--- config.mk ---
export PLATFORM = sky130hd
export DESIGN_NAME = interrupt_arbiter
export DESIGN_NICKNAME = d
export VERILOG_FILES = /design/src/rtl/interrupt_arbiter_pkg.sv /design/src/rtl/interrupt_arbiter_prio_enc.sv /design/src/rtl/interrupt_arbiter.sv
export SDC_FILE = /design/constraint.sdc
export NUM_CORES = 1
export LEC_CHECK = 0
export BUFFER_PORTS_ARGS = -buffer_cell sky130_fd_sc_hd__buf_2
export CORE_UTILIZATION = 47
export DETAILED_ROUTE_END_ITERATION = 16
export PLACE_DENSITY = 0.79
export REMOVE_ABC_BUFFERS = 1
export SYNTH_ARGS = -nofsm -noshare
export SYNTH_HDL_FRONTEND = slang
export SYNTH_SLANG_ARGS = --single-unit
--- constraint.sdc ---
create_clock -name clk -period 1.7 [get_ports clk]
set_clock_uncertainty 0.15 [all_clocks]
set_input_delay 0.34 -clock clk [delete_from_list [all_inputs] [get_ports clk]]
set_output_delay 0.34 -clock clk [all_outputs]
set_load 0.02 [all_outputs]
--- src/rtl/interrupt_arbiter_pkg.sv ---
// Shared definitions for the interrupt arbiter: register offsets, the
// arbitration FSM encoding and the hardware interrupt line range IP[7:2].
package interrupt_arbiter_pkg;

    // Interrupt line range handled by this block (CP0 IP[7:2]).
    localparam int IRQ_LO  = 2;
    localparam int IRQ_HI  = 7;
    localparam int NUM_IRQ = IRQ_HI - IRQ_LO + 1;

    // Register select values on PrAddr.
    localparam logic [1:0] ADDR_MASK    = 2'd0;
    localparam logic [1:0] ADDR_PENDING = 2'd1;
    localparam logic [1:0] ADDR_MODE    = 2'd2;
    localparam logic [1:0] ADDR_VECTOR  = 2'd3;

    // Arbitration FSM: IDLE looks for a winner, ASSERT holds it until
    // acknowledged or until the winner stops being eligible.
    typedef enum logic {
        ST_IDLE   = 1'b0,
        ST_ASSERT = 1'b1
    } arb_state_e;

    // One-hot line vector for an interrupt index in IRQ_LO..IRQ_HI.
    // Indices outside the range give an all-zero vector.
    function automatic logic [NUM_IRQ-1:0] irq_onehot(input logic [2:0] idx);
        logic [NUM_IRQ-1:0] v;
        v = '0;
        for (int i = 0; i < NUM_IRQ; i++) begin
            if (idx == 3'(i + IRQ_LO)) begin
                v[i] = 1'b1;
            end
        end
        return v;
    endfunction

    // Places a per-line register at bit positions [7:2] of a read word.
    function automatic logic [31:0] reg_word(input logic [NUM_IRQ-1:0] bits);
        return {24'd0, bits, 2'b00};
    endfunction

endpackage

--- src/rtl/interrupt_arbiter_prio_enc.sv ---
// Fixed-priority encoder for the eligible interrupt lines.
// Bit 0 of the vector is IP2 and has the highest priority; the index is
// reported in interrupt-line numbering (2..7).
module irq_prio_enc
    import interrupt_arbiter_pkg::*;
(
    input  logic [NUM_IRQ-1:0] i_eligible,
    output logic [2:0]         o_index,
    output logic               o_valid
);

    // Scan from the lowest-priority line upward so the lowest index wins.
    always_comb begin
        o_index = '0;
        o_valid = 1'b0;
        for (int i = NUM_IRQ - 1; i >= 0; i--) begin
            if (i_eligible[i]) begin
                o_index = 3'(i + IRQ_LO);
                o_valid = 1'b1;
            end
        end
    end

endmodule

--- src/rtl/interrupt_arbiter.sv ---
// Interrupt arbiter for CP0 lines IP[7:2].
// Holds MASK / PENDING / MODE registers, detects edges on edge-mode lines,
// picks the highest-priority eligible line and drives a registered one-hot
// request to CP0 until software acknowledges it or it stops being eligible.
//
// Register bus: WE is a single-cycle write strobe qualified by PrAddr; there
// is no back-pressure, every strobe is accepted on the clock edge it is seen.
// Reads are combinational on PrAddr and have no side effects; the ACK is a
// write to the VECTOR offset (data ignored).
module interrupt_arbiter
    import interrupt_arbiter_pkg::*;
(
    input  logic        clk,
    input  logic        reset,
    input  logic [1:0]  PrAddr,
    input  logic        WE,
    input  logic [31:0] DataIn,
    output logic [31:0] DataOut,
    input  logic [7:2]  DevInterruptRequest,
    output logic [7:2]  CP0InterruptRequest
);

    // ------------------------------------------------------------------
    // State
    // ------------------------------------------------------------------
    logic [NUM_IRQ-1:0] r_mask;
    logic [NUM_IRQ-1:0] r_mode;
    logic [NUM_IRQ-1:0] r_pend;
    logic [NUM_IRQ-1:0] r_prev;
    logic [2:0]         r_winner;
    logic [NUM_IRQ-1:0] r_cp0;
    arb_state_e         r_state;

    // ------------------------------------------------------------------
    // Combinational nets
    // ------------------------------------------------------------------
    logic [NUM_IRQ-1:0] w_raw;
    logic [NUM_IRQ-1:0] w_wdata;
    logic               w_wr_mask;
    logic               w_wr_pend;
    logic               w_wr_mode;
    logic               w_ack;
    logic [NUM_IRQ-1:0] w_rise;
    logic [NUM_IRQ-1:0] w_winner_oh;
    logic [NUM_IRQ-1:0] w_clr;
    logic [NUM_IRQ-1:0] w_pend_next;
    logic [NUM_IRQ-1:0] w_eligible;
    logic               w_winner_elig;
    logic [2:0]         w_enc_index;
    logic               w_enc_valid;
    arb_state_e         w_state_next;
    logic [2:0]         w_winner_next;
    logic [NUM_IRQ-1:0] w_cp0_next;
    logic               w_unused_data;

    assign w_raw   = DevInterruptRequest;
    assign w_wdata = DataIn[IRQ_HI:IRQ_LO];

    // Only DataIn[7:2] carries register content.
    assign w_unused_data = ^{DataIn[31:IRQ_HI+1], DataIn[IRQ_LO-1:0]};

    // Decode of the register write strobe.
    assign w_wr_mask = WE && (PrAddr == ADDR_MASK);
    assign w_wr_pend = WE && (PrAddr == ADDR_PENDING);
    assign w_wr_mode = WE && (PrAddr == ADDR_MODE);

    // An ACK only means something while a request is being presented.
    assign w_ack = WE && (PrAddr == ADDR_VECTOR) && (r_state == ST_ASSERT);

    // ------------------------------------------------------------------
    // Pending logic
    // ------------------------------------------------------------------
    assign w_rise      = w_raw & ~r_prev;
    assign w_winner_oh = irq_onehot(r_winner);

    // Clear sources for edge-mode lines: write-1-to-clear and ACK of the winner.
    assign w_clr = (w_wr_pend ? w_wdata : '0) | (w_ack ? w_winner_oh : '0);

    // Edge lines: a rising edge sets and beats any clear in the same cycle.
    // Level lines: simply follow the raw request, so clears cannot stick.
    assign w_pend_next = (r_mode & (w_rise | (r_pend & ~w_clr)))
                       | (~r_mode & w_raw);

    assign w_eligible    = r_pend & r_mask;
    assign w_winner_elig = |(w_eligible & w_winner_oh);

    irq_prio_enc u_prio_enc (
        .i_eligible (w_eligible),
        .o_index    (w_enc_index),
        .o_valid    (w_enc_valid)
    );

    // Configuration, pending and edge-history registers.
    always_ff @(posedge clk) begin
        if (reset) begin
            r_mask <= '0;
            r_mode <= '0;
            r_pend <= '0;
            r_prev <= '0;
        end else begin
            if (w_wr_mask) begin
                r_mask <= w_wdata;
            end
            if (w_wr_mode) begin
                r_mode <= w_wdata;
            end
            r_pend <= w_pend_next;
            r_prev <= w_raw;
        end
    end

    // ------------------------------------------------------------------
    // Arbitration FSM
    // ------------------------------------------------------------------

    // FSM state register.
    always_ff @(posedge clk) begin
        if (reset) begin
            r_state <= ST_IDLE;
        end else begin
            r_state <= w_state_next;
        end
    end

    // FSM next state: the winner is never preempted while presented; it is
    // released by ACK or by losing eligibility.  Every release passes through
    // IDLE, which guarantees a zero cycle on the CP0 request.
    always_comb begin
        w_state_next = r_state;
        case (r_state)
            ST_IDLE: begin
                if (w_enc_valid) begin
                    w_state_next = ST_ASSERT;
                end
            end
            ST_ASSERT: begin
                if (w_ack || !w_winner_elig) begin
                    w_state_next = ST_IDLE;
                end
            end
            default: w_state_next = ST_IDLE;
        endcase
    end

    // FSM outputs: winner is latched only when leaving IDLE, and the CP0
    // request for the next cycle is the one-hot of that winner.
    always_comb begin
        w_winner_next = r_winner;
        if ((r_state == ST_IDLE) && w_enc_valid) begin
            w_winner_next = w_enc_index;
        end
        w_cp0_next = '0;
        if (w_state_next == ST_ASSERT) begin
            w_cp0_next = irq_onehot(w_winner_next);
        end
    end

    // Registered winner index and CP0 request.
    always_ff @(posedge clk) begin
        if (reset) begin
            r_winner <= '0;
            r_cp0    <= '0;
        end else begin
            r_winner <= w_winner_next;
            r_cp0    <= w_cp0_next;
        end
    end

    assign CP0InterruptRequest = r_cp0;

    // ------------------------------------------------------------------
    // Read mux
    // ------------------------------------------------------------------

    // Combinational register read; VECTOR reports state and winner only
    // while a request is presented.
    always_comb begin
        DataOut = '0;
        case (PrAddr)
            ADDR_MASK:    DataOut = reg_word(r_mask);
            ADDR_PENDING: DataOut = reg_word(r_pend);
            ADDR_MODE:    DataOut = reg_word(r_mode);
            ADDR_VECTOR: begin
                if (r_state == ST_ASSERT) begin
                    DataOut = {1'b1, 28'd0, r_winner};
                end
            end
            default: DataOut = '0;
        endcase
    end

endmodule

==> metrics.txt <==
status finished, violations left; failing checks negative setup slack; DR iter-0 viols 83; Setup Crit Path Kind reg2out; r2r setup slk 30 ps; Reg clk slew, reported paths 60 ps; asr flop ratio synth 0; CTS root buffer clkbuf_8; total power 1680 uW; clock sinks 34; max-slew violations 0; gr usage total 0.225; initial antenna violation count 0; synthesized area per cell 8.84 um2; Core Region 0.00374 mm2; final layout net count 315; reg2reg end CP0InterruptRequest[4]$_SDFF_PP0_; cell count after placement 304; crit path capture type primary output; startpoint class of the critical path flop; wire per inst 13.7 um; IO Pins 81; Final HPWL DP 3120 um; CP max FO 2; Synth Register Bits 34; Tcrit/Tclk final 1.09; HP Start DevInterruptRequest[7]; die height 65.0 um; WHS Path Cells 2; ys flop type dfxtp_1; largest net degree at the start of global routing 21; worst-case reg-to-reg path depth 7; Hold Path Sink r_prev[5]$_SDFF_PP0_; Final Setup Violations 1; number of flops mapped to enable cells by yosys 0; register area share after synthesis 0.365; drt via density 5.12; Longest Clk Path Bufs 2; pwr dens 712 mW/mm2; Yosys top cell area share 0.365; hold_buf cts 0; post-route DRC violation count 0; die width 65.0 um; ranking of synthesized cells by area dfxtp_1 (37%), buf_4 (10%), nand2_1 (6.6%); Yosys warning count 0; Post-DRT Antenna Nets 0; FMAX 540 MHz; Post-Syn Area 0.00186 mm2; synth unique cells 49; CTS tree done; Vias 1637; WL final 4400 um; final worst path period need 1850 ps; Synth Instances 211; fin cells 320; row count 22; number of global-route vias before repair 1575; GPL Wtd Cong 0.904; PortBufs 31; worst skew pair latency 280 ps; RSZ-0062 raised after global routing true; Worst Path Required 1210 ps; CTS Buf Count 5; Setup TNS -152 ps; final hold viol count 0; fillcell total 339; router iterations before antenna repair 4; maximum vdd drop 686 uV; # H-tree levels 2; Lkg Pwr 0.00102 uW; hold slack 168 ps; HP Class in2reg; final worst slack -152 ps; grt ovf 0; die area 0.00422 mm2; first-pass GRT wire length 7120 um; fraction of layout cells with a size suffix above 1 0.401; worst endpoint data arrival time 1360 ps; Synth-to-Final Area Change 26.7%; max-cap viol count 0; Initial Util 0.498; reg2reg start r_winner[2]$_SDFF_PP0_; Antenna Cells 0; leading area contributor after synthesis dfxtp_1
[flip-flops by register name (all words and copies together), names as in the netlist]
register / count
r_mask: 6
r_prev: 6
r_state: 1
CP0InterruptRequest: 6
r_winner: 3
r_pend: 6
r_mode: 6
[through the flow]
step	setup slack (ps)	area, um2	util
floorplan	80.7	1700	-
global placement	-16.3	2140	0.573
detailed placement	-31.7	2140	0.573
CTS	-158	2290	0.612
global route	-196	2360	0.631
finish	-152	2360	0.631
[power by group]
part	internal [uW]	switching [uW]	leakage, uW
registers	829	31.4	0.000284
logic	119	161	0.000702
clock network	281	262	0.0000383
[per-layer routing]
metal | wire (um) | GRT usage | part of all wire | vias up
li1 | - | - | - | 810
met1 | 1870 | 0.259 | 0.43 | 752
met2 | 2120 | 0.370 | 0.48 | 63
met3 | 283 | 0.0634 | 0.064 | 12
met4 | 123 | 0.128 | 0.028 | 0
met5 | 0 | 0 | 0 | -
[cell usage after synthesis, types with 2 or more instances]
cell	instances
a2111oi_0	2
a211oi_1	3
a21o_1	3
a21oi_1	10
a22oi_2	3
a41oi_1	2
and2_1	3
and3_1	2
and3b_1	2
buf_1	2
buf_2	5
buf_4	25
buf_6	2
dfxtp_1	34
inv_2	2
mux2i_1	11
nand2_1	33
nand3_1	9
nand3b_1	2
nor2_1	10
nor2b_1	9
nor3_1	4
o21ai_0	7
[cells in the final DEF (no fill, tap or decap), types with 3 or more instances in the layout]
cell and instances:
mux2i_1 11, a21o_1 3, nor2_1 10, conb_1 23, and2_1 3, nand3_1 9, a21oi_1 9, dfxtp_1 20
o21ai_0 6, buf_4 34, dfxtp_2 13, buf_2 29, a22oi_2 3, a211oi_1 3, clkbuf_8 5, nand2_1 33
nor2b_1 8
[critical path: stages, from the launching register on]
cell     delay (ps)
dfxtp_4         350
and2_4          130
mux4_2          470
buf_6           150
[cell families (layout without fill, tap and decap cells)]
logic type             count (synthesis)  count (layout)  share of synthesized area
AO/OA/AOI/OAI                         41              41                      0.177
buffers and inverters                 38              77                      0.138
flip-flops                            34              34                      0.365
multiplexers                          13              13                     0.0792
other                                  1              23                    0.00201
AND/OR/NAND/NOR                       84              84                      0.239
[timing repair]
item | 4_1_cts | 5_1_grt
pin swaps | 2 | 2
gates resized for setup | 13 | 18
setup endpoints to repair | 7 | 13
buffers inserted | 5 | 5
[layout make-up]
| class | instances | area [um2] | share of cell area |
|---|---|---|---|
| timing repair buffer | 67 | 463 | 0.196 |
| sequential | 34 | 701 | 0.297 |
| inverter | 3 | 11.3 | 0.00477 |
| multi-input combinational | 161 | 1050 | 0.445 |
| clock buffer | 7 | 76.3 | 0.0323 |
| tap | 48 | 60.1 | 0.0254 |
[worst max-delay path by stage]
stage                           end  slack (ps)                   start  cells after the start
6_report                 DataOut[2]        -150  r_winner[2]$_SDFF_PP0_                      3
2_1_floorplan            DataOut[3]          80               PrAddr[1]                      3
3_5_place_dp   r_pend[3]$_SDFF_PP0_         -30               PrAddr[1]                      6
4_1_cts                  DataOut[2]        -160  r_winner[2]$_SDFF_PP0_                      3
5_1_grt                  DataOut[2]        -200      r_state$_SDFF_PP0_                      3
3_3_place_gp             DataOut[4]         -20               PrAddr[1]                      6
Note: power is estimated with default switching activity, not from simulation.
